File: config.mk
export PLATFORM = sky130hd
export DESIGN_NAME = arc_seq_ctrl
export DESIGN_NICKNAME = d
export VERILOG_FILES = /design/src/rtl/arc_seq_ctrl.sv
export SDC_FILE = /design/constraint.sdc
export NUM_CORES = 1
export LEC_CHECK = 0
export ABC_AREA = 1
export CORE_MARGIN = 1.5
export CORE_UTILIZATION = 50
export CTS_CLUSTER_SIZE = 20
export DETAILED_ROUTE_END_ITERATION = 7
export HOLD_SLACK_MARGIN = 0.02
export PLACE_DENSITY = 0.75
export SETUP_SLACK_MARGIN = 0.2
export SYNTH_ARGS = -nofsm -noshare
export SYNTH_HDL_FRONTEND = slang
export SYNTH_SLANG_ARGS = --single-unit
File: constraint.sdc
create_clock -name pulse_clk -period 7.19 [get_ports pulse_clk]
set_input_delay 2.157 -clock pulse_clk [delete_from_list [all_inputs] [get_ports pulse_clk]]
set_output_delay 2.157 -clock pulse_clk [all_outputs]
set_load 0.02 [all_outputs]
File: src/rtl/arc_seq_ctrl.sv
// Arc segment sequencer.
// Buffers arc segment commands in a small FIFO and hands them one at a time to
// the interpolator. It tracks the running position from the interpolator step
// pulses, detects segment completion, and watches RUN for a stalled interpolator.
//
// state | meaning
// ------+--------------------------------------------------------------
// IDLE  | waiting for enableH and a queued command
// LOAD  | pop FIFO head into the command registers and the position
// START | one-cycle change_readyH strobe; clears the arm flag
// RUN   | interpolator drawing; watchdog active; waits for armed draw_overH
// DONE  | one-cycle seg_doneH strobe; seg_cnt advances
// ERR   | watchdog expired; held until abortH or reset
module arc_seq_ctrl #(
    parameter int          DEPTH   = 4,
    parameter logic [15:0] TIMEOUT = 16'd1000
) (
    input  logic        pulse_clk,
    input  logic        sys_rstH,
    input  logic        enableH,
    input  logic        abortH,
    input  logic        seg_validH,
    output logic        seg_readyH,
    input  logic        seg_direct,
    input  logic [15:0] seg_Xs,
    input  logic [15:0] seg_Ys,
    input  logic [15:0] seg_Xe,
    input  logic [15:0] seg_Ye,
    output logic        direct,
    output logic [15:0] Xs,
    output logic [15:0] Ys,
    output logic [15:0] Xe,
    output logic [15:0] Ye,
    output logic        change_readyH,
    input  logic        X_acc,
    input  logic        X_dec,
    input  logic        Y_acc,
    input  logic        Y_dec,
    input  logic        draw_overH,
    output logic [15:0] pos_x,
    output logic [15:0] pos_y,
    output logic        seg_doneH,
    output logic [7:0]  seg_cnt,
    output logic        busyH,
    output logic        errH,
    output logic        step_errH
);

    localparam int AW = (DEPTH > 1) ? $clog2(DEPTH) : 1;
    localparam int CW = AW + 1;

    typedef enum logic [2:0] {
        IDLE  = 3'd0,
        LOAD  = 3'd1,
        START = 3'd2,
        RUN   = 3'd3,
        DONE  = 3'd4,
        ERR   = 3'd5
    } state_t;

    state_t        state;
    state_t        state_next;

    logic [64:0]   mem [DEPTH];
    logic [64:0]   head;
    logic [AW-1:0] wr_ptr;
    logic [AW-1:0] rd_ptr;
    logic [CW-1:0] count;
    logic [CW-1:0] count_next;

    logic          push;
    logic          pop;
    logic          step_any;
    logic          draw_accept;
    logic          wdog_expire;
    logic          armed;
    logic [15:0]   wdog;
    logic          cr_next;
    logic          done_next;

    // One axis of the position counter; conflicting pulses cancel out.
    function automatic logic [15:0] step_axis(input logic [15:0] p,
                                              input logic        inc,
                                              input logic        dec);
        logic [15:0] r;
        r = p;
        if (inc && !dec)
            r = p + 16'd1;
        else if (dec && !inc)
            r = p - 16'd1;
        return r;
    endfunction

    // FIFO handshake, occupancy and RUN event decode.
    always_comb begin
        push        = seg_validH && seg_readyH && !abortH;
        pop         = (state == LOAD) && !abortH;
        head        = mem[rd_ptr];
        step_any    = X_acc || X_dec || Y_acc || Y_dec;
        draw_accept = (state == RUN) && armed && draw_overH;
        wdog_expire = (state == RUN) && !step_any && (wdog == TIMEOUT - 16'd1);
        if (abortH) begin
            count_next = '0;
        end else begin
            case ({push, pop})
                2'b10:   count_next = count + CW'(1);
                2'b01:   count_next = count - CW'(1);
                default: count_next = count;
            endcase
        end
    end

    // State register.
    always_ff @(posedge pulse_clk or posedge sys_rstH) begin
        if (sys_rstH)
            state <= IDLE;
        else
            state <= state_next;
    end

    // Next-state logic; abort overrides every state.
    always_comb begin
        state_next = state;
        if (abortH) begin
            state_next = IDLE;
        end else begin
            case (state)
                IDLE:    if (enableH && (count != '0) && !errH) state_next = LOAD;
                LOAD:    state_next = START;
                START:   state_next = RUN;
                RUN: begin
                    if (draw_accept)
                        state_next = DONE;
                    else if (wdog_expire)
                        state_next = ERR;
                end
                DONE:    state_next = IDLE;
                ERR:     state_next = ERR;
                default: state_next = IDLE;
            endcase
        end
    end

    // Output decode; strobes are registered from the next state so they line up with START/DONE.
    always_comb begin
        busyH     = (state != IDLE) || (count != '0);
        cr_next   = (state_next == START);
        done_next = (state_next == DONE);
    end

    // FIFO pointers, occupancy and registered ready.
    always_ff @(posedge pulse_clk or posedge sys_rstH) begin
        if (sys_rstH) begin
            wr_ptr     <= '0;
            rd_ptr     <= '0;
            count      <= '0;
            seg_readyH <= 1'b1;
        end else begin
            if (abortH) begin
                wr_ptr <= '0;
                rd_ptr <= '0;
            end else begin
                if (push) wr_ptr <= wr_ptr + AW'(1);
                if (pop)  rd_ptr <= rd_ptr + AW'(1);
            end
            count      <= count_next;
            seg_readyH <= (count_next < CW'(DEPTH));
        end
    end

    // FIFO storage; entries are only meaningful while counted, so no reset is needed.
    always_ff @(posedge pulse_clk) begin
        if (push)
            mem[wr_ptr] <= {seg_direct, seg_Xs, seg_Ys, seg_Xe, seg_Ye};
    end

    // Command registers, held from one LOAD to the next.
    always_ff @(posedge pulse_clk or posedge sys_rstH) begin
        if (sys_rstH) begin
            direct <= 1'b0;
            Xs     <= '0;
            Ys     <= '0;
            Xe     <= '0;
            Ye     <= '0;
        end else if (pop) begin
            direct <= head[64];
            Xs     <= head[63:48];
            Ys     <= head[47:32];
            Xe     <= head[31:16];
            Ye     <= head[15:0];
        end
    end

    // Segment start/done strobes and completed-segment counter.
    always_ff @(posedge pulse_clk or posedge sys_rstH) begin
        if (sys_rstH) begin
            change_readyH <= 1'b0;
            seg_doneH     <= 1'b0;
            seg_cnt       <= '0;
        end else begin
            change_readyH <= cr_next;
            seg_doneH     <= done_next;
            if (done_next)
                seg_cnt <= seg_cnt + 8'd1;
        end
    end

    // Arm flag blocks a stale draw_overH; watchdog counts idle RUN cycles.
    always_ff @(posedge pulse_clk or posedge sys_rstH) begin
        if (sys_rstH) begin
            armed <= 1'b0;
            wdog  <= '0;
        end else if (abortH) begin
            armed <= 1'b0;
            wdog  <= '0;
        end else if (state == START) begin
            armed <= 1'b0;
            wdog  <= '0;
        end else if (state == RUN) begin
            if (!draw_overH)
                armed <= 1'b1;
            wdog <= step_any ? 16'd0 : wdog + 16'd1;
        end
    end

    // Sticky timeout and step-conflict flags.
    always_ff @(posedge pulse_clk or posedge sys_rstH) begin
        if (sys_rstH) begin
            errH      <= 1'b0;
            step_errH <= 1'b0;
        end else begin
            if (abortH)
                errH <= 1'b0;
            else if (wdog_expire && !draw_accept)
                errH <= 1'b1;
            if (!pop && ((X_acc && X_dec) || (Y_acc && Y_dec)))
                step_errH <= 1'b1;
        end
    end

    // Running position: reloaded from the segment start on LOAD, stepped otherwise.
    always_ff @(posedge pulse_clk or posedge sys_rstH) begin
        if (sys_rstH) begin
            pos_x <= '0;
            pos_y <= '0;
        end else if (pop) begin
            pos_x <= head[63:48];
            pos_y <= head[47:32];
        end else begin
            pos_x <= step_axis(pos_x, X_acc, X_dec);
            pos_y <= step_axis(pos_y, Y_acc, Y_dec);
        end
    end

endmodule

==> results of run 1 <==
[cells in the final DEF (no fill, tap or decap), types with 11 or more instances in the layout]
| cell | synthesis | layout |
|---|---|---|
| nand3_1 | 71 | 71 |
| clkdlybuf4s50_1 | 0 | 185 |
| dfrtp_1 | 136 | 134 |
| ha_1 | 36 | 36 |
| clkbuf_16 | 0 | 42 |
| a31oi_1 | 40 | 40 |
| nor2_1 | 388 | 384 |
| a21oi_1 | 64 | 64 |
| o22ai_1 | 16 | 16 |
| nor3_1 | 11 | 11 |
| a21o_1 | 23 | 23 |
| inv_1 | 127 | 125 |
| o21ai_0 | 156 | 156 |
| nand2_1 | 261 | 261 |
| edfxtp_1 | 260 | 260 |
[cell usage after synthesis (4+ instances only)]
| cell type | n |
|---|---|
| nor2_1 | 388 |
| nand2_1 | 261 |
| edfxtp_1 | 260 |
| o21ai_0 | 156 |
| dfrtp_1 | 136 |
| inv_1 | 127 |
| nand3_1 | 71 |
| a21oi_1 | 64 |
| a31oi_1 | 40 |
| ha_1 | 36 |
| buf_2 | 32 |
| a21o_1 | 23 |
| clkbuf_1 | 23 |
| o22ai_1 | 16 |
| nor3_1 | 11 |
| a21oi_2 | 10 |
| o21ai_1 | 10 |
| nand4_1 | 9 |
| or2_2 | 9 |
| inv_2 | 8 |
| xor2_1 | 8 |
| buf_4 | 7 |
| buf_6 | 7 |
| xnor2_1 | 6 |
| and2_1 | 4 |
[how the worst max path moves through the flow]
stage                      start  cells past startpoint        end  slack [ps]
after floorplan           abortH                      3  mem[0][0]        1340
after global placement    abortH                      9  pos_y[10]        1940
after detailed placement  abortH                      9   pos_x[5]        1870
after CTS                 abortH                      9   pos_x[5]        2410
after global routing      abortH                      9   pos_x[5]        2120
final                     abortH                      9   pos_x[5]        2410
[metrics by stage]
| step | setup WS, ps | cell area (um^2) |
|---|---|---|
| floorplan | 1340 | 17600 |
| global placement | 1940 | 19900 |
| detailed placement | 1870 | 19900 |
| CTS | 2410 | 21200 |
| global route | 2120 | 21200 |
| finish | 2410 | 21200 |
[sequential cells by signal (all words and copies together), names as in the netlist]
| signal | count |
|---|---|
| Xs | 16 |
| Xe | 16 |
| rd_ptr | 2 |
| state | 3 |
| errH | 1 |
| mem | 260 |
| direct | 1 |
| seg_readyH | 1 |
| Ye | 16 |
| wr_ptr | 2 |
| seg_cnt | 8 |
| pos_x | 16 |
| pos_y | 16 |
| wdog | 16 |
| count | 3 |
| Ys | 16 |
| seg_doneH | 1 |
| change_readyH | 1 |
| armed | 1 |
| step_errH | 1 |
[metal layers]
metal  global-route usage (%)  up-vias
met5                        0        -
met4                     7.33        4
met3                     4.16       70
met2                     36.3      396
met1                     32.0     6225
li1                         -     6216
[worst register-to-register path: cells and delay by family, from the launching register on]
kind	cells	cell delay, ps
DFF	1	410
AOI/OAI and AO/OA	1	130
and+or+nand+nor	5	1090
buffers and inverters	4	1350
[layout make-up]
class / count / area [um^2]
fill: 2724 / 13400
sequential: 397 / 11200
multi-input combinational: 1141 / 5560
timing repair buffer: 197 / 1970
clock buffer: 57 / 1180
tap: 455 / 569
inverter: 135 / 515
clock inverter: 17 / 166
antenna: 7 / 17.5
[cells by family (layout without fill, tap and decap cells)]
logic type / after synthesis / after routing / synth area share [%]
and+or+nand+nor: 767 / 767 / 17.6
DFF: 397 / 397 / 63.7
AOI/OAI and AO/OA: 321 / 321 / 10.1
buffers and inverters: 204 / 406 / 5.01
adders and majority gates: 39 / 39 / 2.89
xor gates and xnor gates: 14 / 14 / 0.695
other: 0 / 7 / 0
[where the power goes]
group	internal [uW]	leakage, uW	switching, uW
Sequential	2760	0.00404	276
Combinational	1000	0.00395	1320
Clock	1220	0.000654	862
==> metrics list, run 1 <==
- HPWL after DPL: 25900 um
* Worst path required time: 7590 ps
- The cell count after synthesis came out at 1742.
- Mean number of vias per cell: 5.37
- Reg2Reg Depth: 10
- Number of hold violations in the final report: 0
- For this block, the initial DRC count from the detailed router was 1190.
- Post-CTS sizing: 0
* Worst hold margin: 477 ps
- Counting both buffers and inverters, the worst setup path holds a total of 5.
- The initialized floorplan defines 68 standard-cell rows.
* Count of synthesis-stage warnings from yosys: 0
* Cell depth of the worst min-delay path: 1
- Number of placed I/O pins: 186
- Among cell families on the critical path, the largest total delay comes from buffers and inverters.
- The most used flip-flop cell after synthesis is edfxtp_1.
* Uppermost routed layer: met5
- Headroom to the max-slew limit came out at 20.4%.
* Core area: 34600 um^2
* Peak ir drop on the vdd network: 0.000237 V
- The tightest min-delay check is of the flip-flop to flip-flop type.
- The run finished with clean final reports.
- Static timing analysis puts the maximum clock frequency at 0.209 GHz.
- Gr ovfl total: 0
* Synth area leader: edfxtp_1
- Post-CTS setup buffer count: 0
- For this design, the slowest cell found on the critical path is nand2_4.
- Leakage: 0.00864 uW
* Number of distinct library cell variants in the gate-level netlist after synthesis: 37
* Power density relative to cell area: 351 nW/um^2
- Number of max-slew violations in the final report: 0
- Drt wl/cell: 17.2 um
* Number of iterations in the first detailed-routing pass: 6
- Across the routed clock network, the largest skew measured is 19.3 ps.
- Utilization after layout: 61.3%
- Reg2reg start: state[1]
- WL met3: 2790 um
- Crit-path cells: clkdlybuf4s50_1, inv_2, nand2_4, clkinv_2, buf_4, nor2_4, inv_2, nor2_1, a21oi_1
- MaxCap Viol Count: 0
- The endpoint identified for the worst register-to-register timing path is pos_x[5].
* Final layout net count: 2027
- Area fraction of the dominant cell type after synthesis: 44.2%
* Worst-case hold path end point: Ys[13]
- Cell count after placement: 2325
* CTS Buf Count: 41
- Min-Delay Startpoint: Ys[13]
* Synthesized netlist net count: 1856
- After synthesis, flip-flops and latches occupy 63.7% of the total area.
- Delay of the slowest cell on the worst path: 750 ps
* Final worst path period share: 66.4%
- Wire length of the first global-routing pass: 65100 um
* CTS tree: yes
* Synth Register Bits: 397
* Routed wire length: 41300 um
- The routed layout has 12911 vias.
* Buffers from clock root to sink, at most: 3
- Share of cells above drive strength 1: 6.33%
* DRC viols: 0
- The number of antenna violations at the first check in global routing came to 7.
* Overall fraction of global-route tracks in use: 22.9%
- Full die area: 36400 um^2
* Mean post-synth cell area: 10.1 um^2
* Critical path peak fanout: 84
* RSZ-0062 raised after global routing: false
- The later pin in the worst-skew pair is clocked with a latency of 540 ps.
- For the pin with the worst max-slew slack, the measured transition is 1190 ps.
- Root buffer selected by CTS: clkbuf_16
- Vias in the first global route: 12351
- CTS HTree Levels: 2
- Met2 wire len: 19700 um
- EDFF count, synth: 260
- Synth-to-layout area growth: 20.2%
- The worst register-to-register path has a setup slack of 4130 ps.
* Setup violators final: 0
- Largest net degree at the start of global routing: 134
- STA classifies the critical path endpoint as a flip-flop.
- In this design, the critical path's most frequently occurring cell is inv_2.
- Summing internal, switching and leakage power gives 7450 uW.
- Most area-consuming cells after synthesis: edfxtp_1 44%, dfrtp_1 19%, nor2_1 8.3%
- Fin cells: 2406
- For the final routed database, the setup TNS stands at 0 ps.
- The floorplan step set the die width to 191 um.
* M1 WL: 17900 um
- Crit Path Category: input port to flip-flop
- The worst setup path is launched from an input port.
- Number of I/O port buffers: 185
- Tmin final: 4780 ps
* DIE HEIGHT: 191 um
- The count of nets left with antenna violations once routing finished came out at 0.
- Critical Path AT: 5170 ps
* Clk pin slew, worst setup/hold paths: 60 ps
- Routability-driven placement finished with a final weighted congestion of 0.896.
* Area of the mapped netlist: 17600 um^2
- After clock tree synthesis, the flow added hold-fix buffers numbering 0.
- Once the floorplan was initialized, standard cells occupied 51.0% of the core.
* Clock net sink count: 397
- Share of flip-flops with an asynchronous set or reset: 34.5%
(Power assumes the default switching activity.)
==> inputs of run 2 (changes only) <==
--- a/config.mk
+++ b/config.mk
@@ -11,7 +11,7 @@
 export CTS_CLUSTER_SIZE = 20
 export DETAILED_ROUTE_END_ITERATION = 7
 export HOLD_SLACK_MARGIN = 0.02
-export PLACE_DENSITY = 0.75
+export PLACE_DENSITY = 0.78
 export SETUP_SLACK_MARGIN = 0.2
 export SYNTH_ARGS = -nofsm -noshare
 export SYNTH_HDL_FRONTEND = slang
==> constraint.sdc (replaced) <==
create_clock -name pulse_clk -period 4 [get_ports pulse_clk]
set_input_delay 1.2 -clock pulse_clk [delete_from_list [all_inputs] [get_ports pulse_clk]]
set_output_delay 1.2 -clock pulse_clk [all_outputs]
set_load 0.02 [all_outputs]
==> metrics list, run 2 (synthesized netlist as in run 1, its figures left out) <==
* Delay of the slowest cell on the worst path: 590 ps (was 750 ps)
* Placer's final routability congestion estimate: 0.887 (was 0.896)
- The endpoint of the worst register-to-register path is pos_x[15] (was pos_x[5]).
- The count of routing violations after the opening detailed-route iteration was 982 (was 1190).
* Cell depth of the worst min-delay path: 1 (unchanged)
- The overall die width is 191 um (unchanged).
* Number of placed I/O pins: 186 (unchanged)
- Tmin final: 3110 ps
- Share of cells above drive strength 1: 6.65% (was 6.33%)
- Biggest register: mem (unchanged)
* Fin cells: 2421 (was 2406)
* Cell family with most CP delay: simple AND/OR/NAND/NOR gates (was buffers and inverters)
- HPWL after DPL: 27000 um (was 25900 um)
- The arrival time of the worst setup path is 3550 ps (was 5170 ps).
* Clock net sink count: 397 (unchanged)
* Footprint of the multi-input gates: 5550 um^2 (was 5560 um^2)
- The worst path required time came to 4440 ps (was 7590 ps).
- The leakage power is 0.00870 uW (was 0.00864 uW).
- Wire length of the first global-routing pass: 65800 um (was 65100 um)
- The worst clock skew came to 22.6 ps (was 19.3 ps).
* Slew margin rel.: 42.4% (was 20.4%)
* CTS HTree Levels: 2 (unchanged)
* Power density relative to cell area: 621 nW/um^2 (was 351 nW/um^2)
- Final worst path period share: 77.6%
* Number of max-slew violations in the final report: 0 (unchanged)
- The height of the die was 191 um (unchanged).
* Category of the worst setup path launch point: input port (unchanged)
- The placed instance count is 2338 (was 2325).
- The start point of the worst hold path is Ys[9] (was Ys[13]).
* RSZ-0062 raised after global routing: false (unchanged)
- The number of antenna violations at the first check in global routing came to 12 (was 7).
- Critical path peak fanout: 16 (was 84)
* DRC viols: 0 (unchanged)
* Final TNS setup: 0 ps (unchanged)
* Count of nets left with antenna violations after detail routing: 0 (unchanged)
- Insertion delay of the later-clocked pin in the worst-skew pair: 540 ps (about the same)
- The path class of the lowest-slack min-delay path is flip-flop to flip-flop (unchanged).
* Kind of capture point of the worst setup path: flip-flop (unchanged)
- The most frequent cell on the critical path was nand2_1 (was inv_2).
- The final number of setup-violating endpoints was 0 (unchanged).
- Number of inserted filler cells in the final layout: 2704 (was 2724)
- The final wirelength was 42100 um (was 41300 um).
- Worst-margin pin slew: 865 ps (was 1190 ps)
- CTS Buf Count: 41 (unchanged)
- The total global routing overflow is 0 (unchanged).
- The reg2reg setup slack was 1290 ps (was 4130 ps).
* Final layout net count: 2040 (was 2027)
* Worst-case hold path end point: Ys[9] (was Ys[13])
* Largest net degree at the start of global routing: 72 (was 134)
- The via count of the routed design was 12998 (was 12911).
- Post-CTS setup buffer count: 0 (unchanged)
* Vias in the first global route: 12603 (was 12351)
* Number of I/O port buffers: 185 (unchanged)
- Slowest CP cell: ha_1 (was nand2_4)
- Clk pin slew, worst setup/hold paths: 60 ps (about the same)
- Buffers from clock root to sink, at most: 3 (unchanged)
- The register area is 11200 um^2 (unchanged).
* Number of hold violations in the final report: 0 (unchanged)
- Peak ir drop on the vdd network: 0.000494 V (was 0.000237 V)
- Top library cells by usage in the layout, fill and taps aside: 384 x nor2_1, 261 x nand2_1, 260 x edfxtp_1 (unchanged).
* Drt wl/cell: 17.4 um (was 17.2 um)
* Root buffer selected by CTS: clkbuf_16 (unchanged)
- Run status: complete, no violations (unchanged)
- The area of the placeable core is 34600 um^2 (unchanged).
- The flip-flop count of the largest register, all copies and words added is 260 (unchanged).
- Crit-path cells: clkdlybuf4s50_1, nand2_1, ha_1, nand2_1, nor2_1, nand2_1, nand3_1, nand2_1, nand3b_1, nand3_1, a21oi_1 (was clkdlybuf4s50_1, inv_2, nand2_4, clkinv_2, buf_4, nor2_4, inv_2, nor2_1, a21oi_1).
* Overall fraction of global-route tracks in use: 23.2% (was 22.9%)
- The number of rows in the core area is 68 (unchanged).
- The buffer and inverter count on the worst path was 1 (was 5).
- The critical path class is input port to flip-flop (unchanged).
* Reg2reg start: rd_ptr[0] (was state[1])
- The path depth of the worst reg2reg path is 8 (was 10).
- The starting density of the core came to 51.0% (unchanged).
* Synth-to-layout area growth: 21.1% (was 20.2%)
- Leading cell type in the layout, fill and taps excluded: nor2_1 (unchanged)
* CTS tree: yes (unchanged)
- The total of cells resized after clock tree synthesis is 0 (unchanged).
- The iteration count of the initial detailed-routing pass was 5 (was 6).
* Post-CTS Hold Fix Bufs: 0 (unchanged)
- Max Fclk: 0.322 GHz
- The die outline area was 36400 um^2 (unchanged).
- Mean number of vias per cell: 5.37 (about the same)
* MaxCap Viol Count: 0 (unchanged)
[run 2: changes by cell type in the layout (fill, tap and decap cells not counted), sizes merged]
cell	change
buf	+13
clkbuf	+2
clkinv	+2
clkinvlp	-1
diode	+3
inv	-4
[run 2: stage by stage]
stage | util (%) | worst slack, ps | total power (uW) | cell area (um^2) | hold slack (ps)
floorplan | - | 157 | 7910 | 17700 | 485
global placement | 57.9 | 415 | 9570 | 20000 | 457
detailed placement | 57.9 | 381 | 9640 | 20000 | 464
CTS | 61.6 | 940 | 13300 | 21300 | 478
global route | 61.7 | 706 | 14000 | 21400 | 498
finish | 61.7 | 895 | 13300 | 21400 | 474
[run 2: routing by layer]
layer	part of all wire (%)	GRT usage, %	wire length [um]
met1	43	31.6	18100
met3	6.8	4.16	2860
met5	0.10	0	43
met2	48	37.5	20100
met4	2.4	8.06	1020
[run 2: layout make-up]
cell class,instances,area share [%]
tap,455,2.66
timing repair buffer,210,10.1
sequential,397,52.6
clock inverter,14,0.627
inverter,135,2.40
clock buffer,59,5.45
multi-input combinational,1141,26.0
antenna,10,0.117
[run 2: worst max path at each step]
stage | start | endpoint | cells past startpoint
global route | X_acc | pos_x[14] | 10
finish | X_acc | pos_x[9] | 11
global placement | X_acc | pos_x[15] | 12
CTS | X_acc | pos_x[13] | 12
detailed placement | X_acc | pos_x[11] | 12
floorplan | abortH | mem[0][0] | 3
[run 2: power by group]
group / total (uW) / internal (uW) / switching [uW]
combinational: 4150 / 1810 / 2340
clock: 3690 / 2150 / 1540
sequential: 5430 / 4960 / 470
total: 13300 / 8930 / 4350
